--- src/rtl/pattern_pkg.sv ---
// rtl/pattern_pkg.sv - shared constants and FSM state type for the pattern RAM writer
// PARITY_CHECK_EN widens each serial word by one trailing even-parity bit.
package pattern_pkg;
  localparam int WORD_W = 16;
  localparam int DEPTH  = 8;
  localparam int ADR_W  = 3;
`ifdef PARITY_CHECK_EN
  localparam int SER_W  = WORD_W + 1;
`else
  localparam int SER_W  = WORD_W;
`endif
  localparam int CNT_W  = $clog2(SER_W);

  typedef enum logic [1:0] {IDLE, SHIFT, WRITE, DONE} state_e;
endpackage

--- src/rtl/word_deser.sv ---
// rtl/word_deser.sv - MSB-first serial-to-parallel word shifter with bit counter
// PARITY_CHECK_EN: the last serial bit is even parity, checked via par_ok_o.
module word_deser
  import pattern_pkg::*;
(
  input  logic              clk_i,
  input  logic              rst_i,
  input  logic              clr_i,
  input  logic              sin_i,
  input  logic              sin_valid_i,
  output logic [WORD_W-1:0] word_o,
  output logic              word_rdy_o,
  output logic              par_ok_o
);
  logic [SER_W-1:0] shreg_q, shreg_d;
  logic [CNT_W-1:0] cnt_q, cnt_d;

  always_comb begin
    shreg_d = shreg_q;
    cnt_d   = cnt_q;
    if (clr_i) begin
      cnt_d = '0;
    end else if (sin_valid_i) begin
      shreg_d = {shreg_q[SER_W-2:0], sin_i};
      cnt_d   = cnt_q + CNT_W'(1);
    end
  end

  always_ff @(posedge clk_i or posedge rst_i) begin
    if (rst_i) begin
      shreg_q <= '0;
      cnt_q   <= '0;
    end else begin
      shreg_q <= shreg_d;
      cnt_q   <= cnt_d;
    end
  end

  // Asserted on the cycle the final serial bit is being taken.
  assign word_rdy_o = sin_valid_i && (cnt_q == CNT_W'(SER_W - 1));

`ifdef PARITY_CHECK_EN
  assign word_o   = shreg_q[SER_W-1:1];
  assign par_ok_o = ~(^shreg_q);
`else
  assign word_o   = shreg_q;
  assign par_ok_o = 1'b1;
`endif
endmodule

--- src/rtl/pattern_ram_writer.sv ---
// rtl/pattern_ram_writer.sv - loads DEPTH serial words into the pattern store, async read port
// PARITY_CHECK_EN: words failing parity are dropped and flagged on perr_o for retransmission.
module pattern_ram_writer
  import pattern_pkg::*;
(
  input  logic              clk_i,
  input  logic              rst_i,
  input  logic              start_i,
  input  logic              sin_i,
  input  logic              sin_valid_i,
  input  logic [ADR_W-1:0]  adr_i,
  output logic [WORD_W-1:0] data_o,
  output logic              busy_o,
  output logic              done_o,
  output logic              perr_o
);
  state_e              state_q;
  logic [ADR_W-1:0]    waddr_q, waddr_d;
  logic [WORD_W-1:0]   mem_q [DEPTH];
  logic                busy_q, done_q, perr_q;
  logic                take_start, deser_clr, deser_valid, word_rdy, par_ok;
  logic [WORD_W-1:0]   word;

  assign take_start  = start_i && ((state_q == IDLE) || (state_q == DONE));
  assign deser_clr   = take_start || (state_q == WRITE);
  assign deser_valid = sin_valid_i && (state_q == SHIFT);
  assign waddr_d     = waddr_q + ADR_W'(1);

  word_deser u_deser (
    .clk_i       (clk_i),
    .rst_i       (rst_i),
    .clr_i       (deser_clr),
    .sin_i       (sin_i),
    .sin_valid_i (deser_valid),
    .word_o      (word),
    .word_rdy_o  (word_rdy),
    .par_ok_o    (par_ok)
  );

  always_ff @(posedge clk_i or posedge rst_i) begin
    if (rst_i) begin
      state_q <= IDLE;
      waddr_q <= '0;
      busy_q  <= 1'b0;
      done_q  <= 1'b0;
      perr_q  <= 1'b0;
      mem_q   <= '{default: '0};
    end else begin
      perr_q <= 1'b0;
      case (state_q)
        IDLE, DONE: begin
          if (start_i) begin
            state_q <= SHIFT;
            waddr_q <= '0;
            busy_q  <= 1'b1;
            done_q  <= 1'b0;
          end
        end
        SHIFT: begin
          if (word_rdy) state_q <= WRITE;
        end
        WRITE: begin
          if (!par_ok) begin
            perr_q  <= 1'b1;
            state_q <= SHIFT;
          end else begin
            mem_q[waddr_q] <= word;
            if (waddr_q == ADR_W'(DEPTH - 1)) begin
              state_q <= DONE;
              busy_q  <= 1'b0;
              done_q  <= 1'b1;
            end else begin
              waddr_q <= waddr_d;
              state_q <= SHIFT;
            end
          end
        end
        default: state_q <= IDLE;
      endcase
    end
  end

  // No write-through: a read of the entry being written shows the old word.
  assign data_o = mem_q[adr_i];
  assign busy_o = busy_q;
  assign done_o = done_q;
  assign perr_o = perr_q;
endmodule

--- config.mk ---
export PLATFORM = sky130hd
export DESIGN_NAME = pattern_ram_writer
export DESIGN_NICKNAME = d
export VERILOG_FILES = /design/src/rtl/pattern_pkg.sv /design/src/rtl/word_deser.sv /design/src/rtl/pattern_ram_writer.sv
export SDC_FILE = /design/constraint.sdc
export NUM_CORES = 1
export LEC_CHECK = 0
export CORE_MARGIN = 2
export CORE_UTILIZATION = 44
export CTS_CLUSTER_DIAMETER = 80
export DETAILED_ROUTE_END_ITERATION = 10
export HOLD_SLACK_MARGIN = 0.15
export PLACE_DENSITY = 0.58
export SYNTH_ARGS = -nofsm -noshare
export SYNTH_HDL_FRONTEND = slang
export SYNTH_SLANG_ARGS = --single-unit
--- constraint.sdc ---
create_clock -name clk_i -period 13.4 [get_ports clk_i]
set_clock_uncertainty 0.1 [all_clocks]
set_input_delay 2.68 -clock clk_i [delete_from_list [all_inputs] [get_ports clk_i]]
set_output_delay 2.68 -clock clk_i [all_outputs]
set_load 0.02 [all_outputs]
==> results of run 1 <==
registers in the layout (all words and copies together), names as in the netlist:
| signal | cells |
|---|---|
| busy_o | 1 |
| done_o | 1 |
| mem_q | 128 |
| state_q | 2 |
| u_deser.cnt_q | 4 |
| u_deser.word_o | 16 |
| waddr_q | 3 |
through the flow:
step	hold slack (ns)	setup slack, ns
finish	0.398	5.66
global route	0.412	5.55
CTS	0.402	5.62
detailed placement	0.389	5.63
global placement	0.382	5.63
floorplan	0.374	6.44
area by class of cell:
class | instances | share of cell area
clock buffers | 20 | 0.0573
flip-flops and latches | 155 | 0.476
multi-input cells | 253 | 0.376
clock inverters | 11 | 0.0204
inverters | 4 | 0.00246
well taps | 216 | 0.0332
repair buffers | 30 | 0.0347
routing by layer:
metal  vias to the layer above  part of all wire  global-route usage  wire (microns)
li1                       1688                 -                   -               -
met1                      2021              0.49               0.245            6880
met2                        44              0.47               0.277            6660
met3                        11             0.031              0.0427             435
met4                         0             0.010              0.0543             148
met5                         -                 0                   0               0
power breakdown:
group          switching [mW]  internal (mW)
registers              0.0882          0.520
logic                  0.0930          0.117
clock network           0.191          0.325
placed cells by master, fill, tap and decap left out, types with 2 or more instances in the layout:
master,netlist,layout
inv_6,0,2
dfrtp_1,155,155
o21ai_0,7,7
clkinv_2,0,3
clkdlybuf4s50_1,0,24
nor3_4,2,2
mux2_2,150,150
clkinvlp_4,0,3
nand4b_4,2,2
nand3_1,4,4
buf_4,9,5
a22o_1,3,3
a21oi_1,5,5
ha_1,6,6
bufinv_16,0,4
mux4_2,32,32
nor2_1,4,4
clkbuf_16,0,17
clkbuf_8,0,3
nand2_1,8,8
xor2_1,2,2
inv_1,4,3
mux2_4,10,10
nor3b_4,2,2
nand2b_1,3,3
cells by family (layout without fill, tap and decap cells):
family / Yosys count / count (layout) / synth area share
compound gates: 19 / 19 / 0.0167
xor+xnor: 2 / 2 / 0.00243
fa+ha+maj: 6 / 6 / 0.0104
buf+inv: 44 / 65 / 0.0365
flops: 155 / 155 / 0.539
mux: 192 / 192 / 0.356
other cells: 1 / 1 / 0.000521
simple gates: 33 / 33 / 0.0393
critical path, delay by kind of cell:
kind,cells,cell delay [ns]
buffers and inverters,3,1.43
muxes,2,0.84
how the worst max path moves through the flow:
stage                     startpoint         end  depth (start not counted)
after floorplan                rst_i      busy_o                          1
after global placement      adr_i[2]  data_o[13]                          5
after detailed placement    adr_i[2]  data_o[13]                          5
after CTS                   adr_i[2]  data_o[13]                          5
after global routing        adr_i[2]  data_o[13]                          5
final                       adr_i[2]  data_o[13]                          5
==> key figures, run 1 <==
Placed design
  • RePlAce Congestion: a little under 0.7
  • Placed inst area: 0.00751 sq mm
  • IO buf count: 25
  • Dpl hpwl: roughly 7.9 mm
  • Placed cells: 658

Critical path
  • WP data arrival: a little under 5 ns
  • Worst Path Max Fanout: 32
  • Kind of critical path: input pin to output pin
  • Reg2reg end: u_deser.word_o[8]
  • Critical path capture point type: output pin
  • Required @ worst endpoint: approximately 11 ns
  • Slowest stage cell, crit path: mux4_2
  • CP Cell Sequence: clkdlybuf4s50_1, buf_4, mux4_2, mux2_2, clkdlybuf4s50_1
  • Startpoint types: input pin
  • Flop2flop setup slack: 10.55 ns
  • Top cell by count, worst path: clkdlybuf4s50_1
  • Reg-to-Reg Start: state_q[0]
  • CP max stage delay: about 0.56 ns
  • R2R cell count: 5

Floorplan
  • Starting density of the core: 0.452
  • Die area: between 0.015 and 0.02 sq mm
  • Die span in y: ~130 microns
  • # IOs: 27
  • Num rows: 46
  • Chip Width: between 100 and 150 microns
  • CORE AREA: 0.0159 sq mm

Routing
  • Drt first-iter violations: 130
  • Mean number of vias per cell: roughly 5.5
  • Routed len/inst: between 20 and 25 microns
  • Drt pass-1 iters: 6
  • Routed via count: between 3,000 and 4,000
  • Total wire length: roughly 14 mm
  • Antenna Nets Post-Route: 0
  • DRC violations left: 0

Finish
  • Finished Cell Area: about 0.0081 sq mm
  • Layout cells sized above 1: 0.507
  • Synth-to-Final Area Change: 13.1%
  • Number of fill cells in the layout: 1,314
  • Multi-input logic area: between 0.003 and 0.004 sq mm
  • Post-Layout Cell Count: between 600 and 700
  • Layout net count: 475
  • # diodes: 0
  • Util after Layout: 0.511
  • Register area: slightly below 0.004 sq mm

Synthesis
  • Cell Area, Synth: between 0.007 and 0.008 sq mm
  • Yosys warns: 0
  • Syn Area/Cell: between 15 and 20 sq um
  • Post-Syn Nets: around 470
  • Library cells used by synthesis: 35
  • Top cell type's share of synthesized area: 0.539
  • Post-synth EDFFs: 0
  • Flops & latches, synth: 155
  • Count leader, synth: dfrtp_1
  • Commonest cells post-synth: dfrtp_1 (155), mux2_2 (150), mux4_2 (32)
  • Top_reg_cell synth: dfrtp_1
  • Seq/Total Area, Yosys: 0.539
  • Synth top area cells: dfrtp_1 (54%), mux2_2 (23%), mux4_2 (10%)
  • Synth area leader: dfrtp_1
  • Fraction of registers with async set/reset: 1.00
  • Syn Inst Count: ~450

Worst hold path
  • Hold path depth: 1
  • Hold worst-path end: mem_q[28]
  • HP Class: register to register
  • HP Start: mem_q[28]

Timing
  • Final Hold Fails: 0
  • Pins Over Slew Limit: 0
  • Worst slew pin tran: 1.13 ns
  • Final setup viols: 0
  • Setup TNS Final: 0 ns
  • RSZ-0062 raised after global routing: false
  • Slew HR: 0.243
  • Fin crit period: 7.74 ns
  • Fmax: 0.129 GHz
  • Crit share post-route: 0.577

Clock network
  • CTS root buf: clkbuf_16
  • Clock Latency Late Sink: 0.42 ns
  • Post-CTS Setup Bufs: 0
  • CTS H-Tree Depth: 4
  • Reg clk slew, reported paths: about 0.06 ns
  • TritonCTS buffer count: 17
  • Clock sink total: between 150 and 200
  • CTS tree: built
  • PostCTS Resize Cnt: 0
  • Max Root-Sink Buffers: 2
  • CTS Hold Buffers Added: 0

Power and ir drop
  • Leakage power: 3.97 nW
  • Pwr Total: ~1.3 mW
  • Peak supply drop: 0.139 mV
  • Cell area power density: ~160 mW/mm^2

Run
  • Max cap viols: 0

Global routing
  • Number of global-route vias before repair: about 4,000
  • First-pass GRT wire length: about 23 mm
  • Largest net degree at the start of global routing: 82
  • Grt ovf: 0
  • GRT Total Usage: 0.177
  • Initial antenna violation count: 0

Run status
  • Status: complete, no violations
(Power assumes the default switching activity.)
==> run 2, diff against run 1 <==
Clock period 13.4 ns to 7.6 ns, I/O delays scaled along.
==> run 2 against run 1 <==
Effect of this change:
- sequential power grew 76%
- critical path depth is the same
- setup slack lost 3.6 ns
- global-route usage shrank 0.058 points
- register-to-register slack lost 5.9 ns
- cell area shrank 0.71%
- clock-buffer cell count grew 6
- routed wire length shrank 0.13%
- final cell count grew 0.44%
- core utilization shrank 0.36 points
- sequential share of layout area grew 0.34 points
- total power grew 68%
- largest power group unchanged
==> key figures, run 2 (same netlist as run 1, synthesis figures left out) <==
Run status
  • Status: complete, no violations (unchanged)

Clock network
  • CTS tree: built (unchanged)
  • Max Root-Sink Buffers: 2 (unchanged)
  • CTS H-Tree Depth: 4 (unchanged)
  • TritonCTS buffer count: 17 (unchanged)
  • Reg clk slew, reported paths: 0.06 ns (about the same)
  • CTS root buf: clkbuf_16 (unchanged)
  • Clock Latency Late Sink: 0.41 ns (was 0.42 ns)
  • CTS Hold Buffers Added: 0 (unchanged)
  • Post-CTS Setup Bufs: 0 (unchanged)
  • Clock sink total: 155 (unchanged)
  • PostCTS Resize Cnt: 0 (unchanged)

Critical path
  • Kind of critical path: input pin to output pin (unchanged)
  • Startpoint types: input pin (unchanged)
  • WP buf/inv: 3 (unchanged)
  • Top delay family on crit path: buffers and inverters (unchanged)
  • Slowest stage cell, crit path: buf_2 (was mux4_2)
  • Worst Path Max Fanout: 21 (was 32)
  • WP data arrival: 3.90 ns (was 4.96 ns)
  • CP max stage delay: 0.60 ns (was 0.56 ns)
  • CP Cell Sequence: buf_2, buf_4, mux4_2, mux2_2, clkdlybuf4s50_1 (was clkdlybuf4s50_1, buf_4, mux4_2, mux2_2, clkdlybuf4s50_1)
  • Critical path capture point type: output pin (unchanged)
  • Required @ worst endpoint: 5.98 ns (was 10.62 ns)

Floorplan
  • CORE AREA: 0.0159 sq mm (unchanged)
  • Die span in y: 132 microns (unchanged)
  • Chip Width: 132 microns (unchanged)
  • Num rows: 46 (unchanged)
  • Die area: 0.0174 sq mm (unchanged)
  • # IOs: 27 (unchanged)
  • Starting density of the core: 0.452 (unchanged)

Routing
  • Total wire length: 14.1 mm (about the same)
  • Mean number of vias per cell: 5.43 (was 5.46)
  • Antenna Nets Post-Route: 0 (unchanged)
  • Drt pass-1 iters: 4 (was 6)
  • Drt first-iter violations: 186 (was 130)
  • Routed via count: 3,761 (was 3,764)
  • Routed len/inst: 20.4 microns (was 20.5 microns)
  • DRC violations left: 0 (unchanged)

Timing
  • Worst slew pin tran: 1.22 ns (was 1.13 ns)
  • Fmax: 0.181 GHz
  • Fin crit period: between 5 and 6 ns
  • Final setup viols: 0 (unchanged)
  • RSZ-0062 raised after global routing: false (unchanged)
  • Slew HR: 0.188 (was 0.243)
  • Pins Over Slew Limit: 0 (unchanged)
  • Crit share post-route: 0.727
  • Setup TNS Final: 0 ns (unchanged)
  • Final Hold Fails: 0 (unchanged)

Finish
  • Layout net count: 477 (was 475)
  • Synth-to-Final Area Change: 12.3% (was 13.1%)
  • Biggest register: mem_q (unchanged)
  • # diodes: 0 (unchanged)
  • Max reg flops: 128 (unchanged)
  • Commonest non-fill, non-tap cells in the layout: dfrtp_1 (155), mux2_2 (150), mux4_2 (32), clkdlybuf4s50_1 (24), clkbuf_16 (17) (unchanged)
  • Layout cells sized above 1: 0.500 (was 0.507)
  • Post-Layout Cell Count: 692 (was 689)
  • Most common cell after layout, fill and taps aside: dfrtp_1 (unchanged)

Global routing
  • Number of global-route vias before repair: 4,024 (was 4,034)
  • Initial antenna violation count: 0 (unchanged)
  • GRT Total Usage: 0.176 (was 0.177)
  • Grt ovf: 0 (unchanged)
  • Largest net degree at the start of global routing: 82 (unchanged)
  • First-pass GRT wire length: 23.0 mm (was 23.4 mm)

Placed design
  • RePlAce Congestion: 0.673 (was 0.687)
  • IO buf count: 25 (unchanged)
  • Dpl hpwl: 8.17 mm (was 7.90 mm)
  • Placed cells: 660 (was 658)

Power and ir drop
  • Cell area power density: 278 mW/mm^2 (was 164 mW/mm^2)
  • Peak supply drop: 0.199 mV (was 0.139 mV)
  • Leakage power: 3.95 nW (was 3.97 nW)

Run
  • Max cap viols: 0 (unchanged)

Worst hold path
  • HP Class: register to register (unchanged)
[run 2: cell count changes in the layout (fill, tap and decap cells not counted), sizes merged]
cell / change
clkbuf: +6
bufinv: -3
buf: +2
clkinvlp: -2
clkinv: +1
inv: -1
[run 2: area by class of cell]
cell class / instances / area, sq um
repair buffers: 32 / 298
clock buffers: 26 / 499
well taps: 216 / 270
multi-input cells: 253 / 3060
inverters: 4 / 20.0
clock inverters: 6 / 61.3
fillers: 1380 / 7860
flip-flops and latches: 155 / 3880
[run 2: power by group]
part,total (mW),switching (mW),internal [mW],leakage (nW)
Clock,0.798,0.313,0.484,0.274
Sequential,1.07,0.156,0.918,2.11
Combinational,0.374,0.168,0.206,1.56
[run 2: worst paths after layout]
| path | startpoint | end | slack [ns] | cells past startpoint |
|---|---|---|---|---|
| hold / removal | mem_q[40] | mem_q[40] | 0.40 | 1 |
| hold reg to reg | mem_q[40] | mem_q[40] | 0.40 | 1 |
| setup / recovery | adr_i[0] | data_o[3] | 2.08 | 5 |
| setup reg to reg | state_q[0] | u_deser.word_o[12] | 4.66 | 5 |
| min in group asynchronous | rst_i | mem_q[111] | 1.48 | 2 |
| max in group asynchronous | rst_i | mem_q[55] | 4.43 | 3 |
[run 2: per-layer routing]
layer	wire, microns	share of wire	up-vias	global-route usage
met3	450	0.032	14	0.0431
met2	6770	0.48	45	0.273
met5	0	0	-	0
met4	155	0.011	0	0.0562
met1	6730	0.48	2016	0.246
li1	-	-	1686	-
[run 2: worst register-to-register path, delay by kind of cell, from the launching register on]
family	cells	cell delay, ns
AOI/OAI and AO/OA	1	0.24
muxes	1	0.44
adders and majority gates	1	0.65
and+or+nand+nor	1	0.95
buffers and inverters	1	0.06
DFF	1	0.39
[run 2: stage by stage]
| stage | total power, mW | instance area (sq um) | utilization | worst slack (ns) | hold WS, ns |
|---|---|---|---|---|---|
| 4_1_cts | 2.27 | 8090 | 0.507 | 2.00 | 0.403 |
| 2_1_floorplan | 1.38 | 7200 | - | 1.80 | 0.374 |
| 3_3_place_gp | 1.44 | 7530 | 0.472 | 2.01 | 0.383 |
| 5_1_grt | 2.37 | 8090 | 0.507 | 1.92 | 0.412 |
| 3_5_place_dp | 1.47 | 7530 | 0.472 | 2.00 | 0.389 |
| 6_report | 2.25 | 8090 | 0.507 | 2.08 | 0.399 |
==> run 3, diff against run 2 <==
Settings changed: PLACE_DENSITY 0.58 to 0.6.
Clock period 7.6 ns to 4.5 ns, I/O delays scaled along.
==> run 3 against run 2 <==
Effect of this change:
- die area unchanged
- total power increased by 70%
- sequential power increased by 69%
- via count decreased by 0.85%
- non-clock buffer count unchanged
- critical path type unchanged
- critical endpoint unchanged
==> key figures, run 3 (same netlist as run 1, synthesis figures left out) <==
Run status
  • Status: complete, no violations (unchanged)

Global routing
  • Number of global-route vias before repair: 4,035 (was 4,024)
  • Initial antenna violation count: 0 (unchanged)
  • GRT Total Usage: 0.171 (was 0.176)
  • Largest net degree at the start of global routing: 156 (was 82)
  • Grt ovf: 0 (unchanged)
  • First-pass GRT wire length: 22.5 mm (was 23.0 mm)

Routing
  • DRC violations left: 0 (unchanged)
  • Routed via count: 3,729 (was 3,761)
  • Routed len/inst: 19.8 microns (was 20.4 microns)
  • Antenna Nets Post-Route: 0 (unchanged)
  • Drt first-iter violations: 193 (was 186)
  • Drt pass-1 iters: 4 (unchanged)
  • Total wire length: 13.7 mm (was 14.1 mm)
  • Mean number of vias per cell: 5.40 (was 5.43)

Clock network
  • Clock Latency Late Sink: 0.42 ns (was 0.41 ns)
  • Clock sink total: 155 (unchanged)
  • CTS Hold Buffers Added: 0 (unchanged)
  • CTS root buf: clkbuf_16 (unchanged)
  • PostCTS Resize Cnt: 0 (unchanged)
  • Post-CTS Setup Bufs: 0 (unchanged)
  • CTS tree: built (unchanged)
  • CTS H-Tree Depth: 4 (unchanged)
  • Max Root-Sink Buffers: 2 (unchanged)
  • TritonCTS buffer count: 17 (unchanged)
  • Reg clk slew, reported paths: 0.06 ns (about the same)

Finish
  • Biggest register: mem_q (unchanged)
  • Commonest non-fill, non-tap cells in the layout: dfrtp_1 (155), mux2_2 (150), mux4_2 (32), clkdlybuf4s50_1 (24), clkbuf_16 (17) (unchanged)
  • Synth-to-Final Area Change: 12.8% (was 12.3%)
  • Post-Layout Cell Count: 691 (was 692)
  • Number of fill cells in the layout: 1,344 (was 1,380)
  • # diodes: 0 (unchanged)
  • Layout net count: 477 (unchanged)
  • Max reg flops: 128 (unchanged)
  • Finished Cell Area: 0.00812 sq mm (was 0.00809 sq mm)
  • Layout cells sized above 1: 0.505 (was 0.500)
  • Most common cell after layout, fill and taps aside: dfrtp_1 (unchanged)

Floorplan
  • # IOs: 27 (unchanged)
  • Die area: 0.0174 sq mm (unchanged)
  • Die span in y: 132 microns (unchanged)
  • Num rows: 46 (unchanged)
  • Starting density of the core: 0.452 (unchanged)
  • Chip Width: 132 microns (unchanged)
  • CORE AREA: 0.0159 sq mm (unchanged)

Critical path
  • WP data arrival: 3.04 ns (was 3.90 ns)
  • Critical path capture point type: output pin (unchanged)
  • Startpoint types: input pin (unchanged)
  • Kind of critical path: input pin to output pin (unchanged)
  • Worst Path Max Fanout: 21 (unchanged)
  • Required @ worst endpoint: 3.50 ns (was 5.98 ns)

Timing
  • WHS: 0.400 ns (was 0.399 ns)
  • Crit share post-route: 0.899
  • Slew HR: 0.204 (was 0.188)
  • RSZ-0062 raised after global routing: false (unchanged)
  • Setup TNS Final: 0 ns (unchanged)
  • Pins Over Slew Limit: 0 (unchanged)
  • Final setup viols: 0 (unchanged)
  • Final Hold Fails: 0 (unchanged)
  • Fin crit period: approximately 4.0 ns
  • Worst slew pin tran: 1.19 ns (was 1.22 ns)
  • Fmax: around 0.25 GHz

Power and ir drop
  • Pwr Total: 3.82 mW (was 2.25 mW)
  • Gate power share: 0.164 (was 0.167)
  • Leakage power: 3.97 nW (was 3.95 nW)
  • Internal cell power: 2.75 mW (was 1.61 mW)
  • Peak supply drop: 0.300 mV (was 0.199 mV)
  • Power share of the clock group: 0.362 (was 0.355)
  • Cell area power density: 470 mW/mm^2 (was 278 mW/mm^2)
  • Switching power: 1.06 mW (was 638 uW)
  • Sequential power share: 0.475 (was 0.478)
  • Net Sw Frac: 0.279 (was 0.284)

Placed design
  • Placed cells: 660 (unchanged)
  • Placed inst area: 0.00755 sq mm (was 0.00753 sq mm)
  • IO buf count: 25 (unchanged)
  • RePlAce Congestion: 0.672 (was 0.673)
  • Dpl hpwl: 7.86 mm (was 8.17 mm)

Run
  • Max cap viols: 0 (unchanged)

Worst hold path
  • HP Class: register to register (unchanged)
run 3: layer usage:
layer	up-vias	share of wire	GRT usage
li1	1686	-	-
met1	1996	0.47	0.226
met2	36	0.50	0.275
met3	11	0.023	0.0484
met4	0	0.0093	0.0507
met5	-	0	0
run 3: layout make-up:
type                            count  area [sq um]  share of cell area
Clock inverter                      9          95.1              0.0117
Multi-Input combinational cell    253          3060               0.377
Timing Repair Buffer               32           323              0.0398
Clock buffer                       22           474              0.0584
Tap cell                          216           270              0.0333
Inverter                            4          18.8             0.00231
Sequential cell                   155          3880               0.478
run 3: worst max-delay path, cell delays in order:
cell	delay, ns
clkdlybuf4s50_1	0.57
buf_4	0.37
mux4_2	0.35
mux2_2	0.28
clkdlybuf4s50_1	0.55
run 3: path summary, 6_finish.rpt:
path,start,endpoint,slack [ns],cells after the start
setup / recovery,adr_i[2],data_o[3],0.46,5
hold / removal,mem_q[37],mem_q[37],0.40,1
setup reg to reg,state_q[0],mem_q[63],1.63,5
hold reg to reg,mem_q[37],mem_q[37],0.40,1
max in group asynchronous,rst_i,u_deser.word_o[7],2.74,3
min in group asynchronous,rst_i,mem_q[79],0.94,3
run 3: per-stage QoR:
stage          utilization  worst slack [ns]
2_1_floorplan            -              1.42
3_3_place_gp         0.474             0.454
3_5_place_dp         0.474             0.414
4_1_cts              0.509             0.417
5_1_grt              0.509             0.378
6_report             0.509             0.455
run 3: power groups by stage:
stage / clock [mW] / combinational (mW) / sequential, mW
4_1_cts: 1.42 / 0.634 / 1.81
2_1_floorplan: 0 / 0.698 / 1.63
5_1_grt: 1.49 / 0.685 / 1.85
6_report: 1.38 / 0.625 / 1.81
3_5_place_dp: 0 / 0.631 / 1.84
3_3_place_gp: 0 / 0.611 / 1.83
==> variant: new RTL, flow settings as in run 3 <==
The package constant `ADR_W` goes from 3 to 4.
--- a/src/rtl/pattern_pkg.sv
+++ b/src/rtl/pattern_pkg.sv
@@ -3,7 +3,7 @@
 package pattern_pkg;
   localparam int WORD_W = 16;
   localparam int DEPTH  = 8;
-  localparam int ADR_W  = 3;
+  localparam int ADR_W  = 4;
 `ifdef PARITY_CHECK_EN
   localparam int SER_W  = WORD_W + 1;
 `else
Ports: changed (resized adr_i); port bits go from 27 to 28. The function was not compared with the original's and may differ.
==> variant against run 3 <==
- power fell by 4.0%
- count of clock-buffer cells in the layout rose by 5
- utilization rose by 0.082 points
- worst setup slack improved by 0.18 ns
- first-iteration DRC count rose by 11%
- synthesized area fell by 1.8%
- sequential power rose by 2%
- sequential cell count rose by 1
- worst hold slack got worse by 0.016 ns
- non-clock buffer count rose by 3
- register-to-register slack barely moved
- clock power fell by 8%
- cell area fell by 0.92%
- routed wire length rose by 2.9%
==> variant: results (changes against run 3) <==
status = finished, final reports clean
Syn Area/Cell = 15.4 sq um (-3.5%)
hold crit path type = reg2reg
Peak VDD IR = 0.000264 V (-12%)
predominant post-synthesis flop cell = dfrtp_1
hold_buf cts = 0 (unchanged)
DP HPWL = 8.08 mm (+2.8%)
minimum clock period = 3.87 ns (-0.177 ns)
Crit path largest cell delay = 0.55 ns (-0.02 ns)
# H-tree levels = 4 (unchanged)
final RePlAce weighted congestion = 0.712 (+6.0%)
Starting DRT DRC Count = 214 (+11%)
first-pass GRT wire length = 22.8 mm (+1.3%)
DR vias/cell = 5.43 (+0.68%)
crit path max fanout = 32 (+52%)
largest net degree at the start of global routing = 157 (+0.64%)
Area contributors post-synth = dfrtp_1 55%, mux2_2 22%, mux4_2 10%
worst rel slew slack = 30.0% (+9.6 points)
syn nets = 473 (+1.5%)
Clock Latency Late Sink = 0.42 ns (about the same)
placed insts = 670 (+1.5%)
root buf cell = clkbuf_16
P_leak = 3.83 nW (-3.5%)
Reg with most FFs = mem_q
Routed WL = 14.1 mm (+2.9%)
WL per Instance = 20.1 um (+1.8%)
R2R Setup Slk = 1.63 ns (about the same)
Netlist cell types = 36 (+2.9%)
Nets = 486 (+1.9%)
max reg flops = 128 (unchanged)
post-synthesis sequential area ratio = 55.2% (+1.4 points)
Layout fillers = 1361 (+1.3%)
Slowest-stage cell, CP = clkdlybuf4s50_1
Clock Tree Buf Depth = 2 (unchanged)
DP Worst Slack = 0.635 ns (+0.221 ns)
vias in the first global route = 4046 (+0.27%)
CP delay by family, top = buffers and inverters
most common library cells after synthesis = 156 x dfrtp_1, 140 x mux2_2, 32 x mux4_2, 20 x mux2_1, 16 x buf_1
Global Route Usage Sum = 18.2% (+1.1 points)
crit path DAT = 2.87 ns (-0.17 ns)
fraction of layout cells with a size suffix above 1 = 44.5% (-6.0 points)
-- variant: changes by cell type after synthesis, sizes merged, moves of 3 or more --
cell,delta
a22o,-3
nand2,+3
nand3,+3
nand3b,+4
nand4b,-3
-- variant: cell families (layout without fill, tap and decap cells) --
logic type | Yosys count | in the layout | synth area share [%]
xor+xnor | 2 | 2 | 0.248
mux | 194 | 194 | 36.0
compound gates | 17 | 17 | 1.49
other cells | 1 | 1 | 0.0530
fa+ha+maj | 4 | 4 | 0.708
buf+inv | 44 | 67 | 2.78
simple gates | 42 | 42 | 3.54
flops | 156 | 156 | 55.2
-- variant: final timing paths --
kind / start / endpoint / depth (start not counted)
worst max register to register: state_q[0] / mem_q[70] / 6
worst max-delay path: adr_i[2] / data_o[14] / 5
min in group asynchronous: rst_i / mem_q[98] / 3
max in group asynchronous: rst_i / u_deser.word_o[9] / 3
worst min register to register: mem_q[53] / mem_q[53] / 1
worst min-delay path: mem_q[53] / mem_q[53] / 1
-- variant: power breakdown --
| group | internal (mW) | switching (mW) |
|---|---|---|
| Combinational | 0.303 | 0.244 |
| Sequential | 1.59 | 0.260 |
| Clock | 0.753 | 0.517 |
-- variant: worst reg2reg max path: stages, from the launching register on --
cell,delay [ns]
dfrtp_1,0.39
inv_1,0.07
ha_1,0.41
nand3b_1,0.26
nor3b_2,0.82
buf_4,0.35
mux2_2,0.35
-- variant: metal layers --
metal  routed length (um)  track usage (%)
met5                    0                0
met4                  206             6.20
met3                  263             3.91
met2                 6830             29.3
met1                 6780             24.8
-- variant: final cells by class --
class | instances | area share (%)
clock buffer | 27 | 6.25
clock inverter | 2 | 0.124
timing repair buffer | 35 | 4.60
multi-input combinational | 260 | 36.9
inverter | 3 | 0.187
tap | 216 | 3.36
sequential | 156 | 48.5
-- variant: metrics by stage --
| stage | hold WS [ns] | area (sq um) | util (%) |
|---|---|---|---|
| floorplan | 0.359 | 7070 | - |
| global placement | 0.369 | 7530 | 47.8 |
| detailed placement | 0.378 | 7530 | 47.8 |
| CTS | 0.390 | 8040 | 51.0 |
| global route | 0.401 | 8040 | 51.0 |
| finish | 0.384 | 8040 | 51.0 |
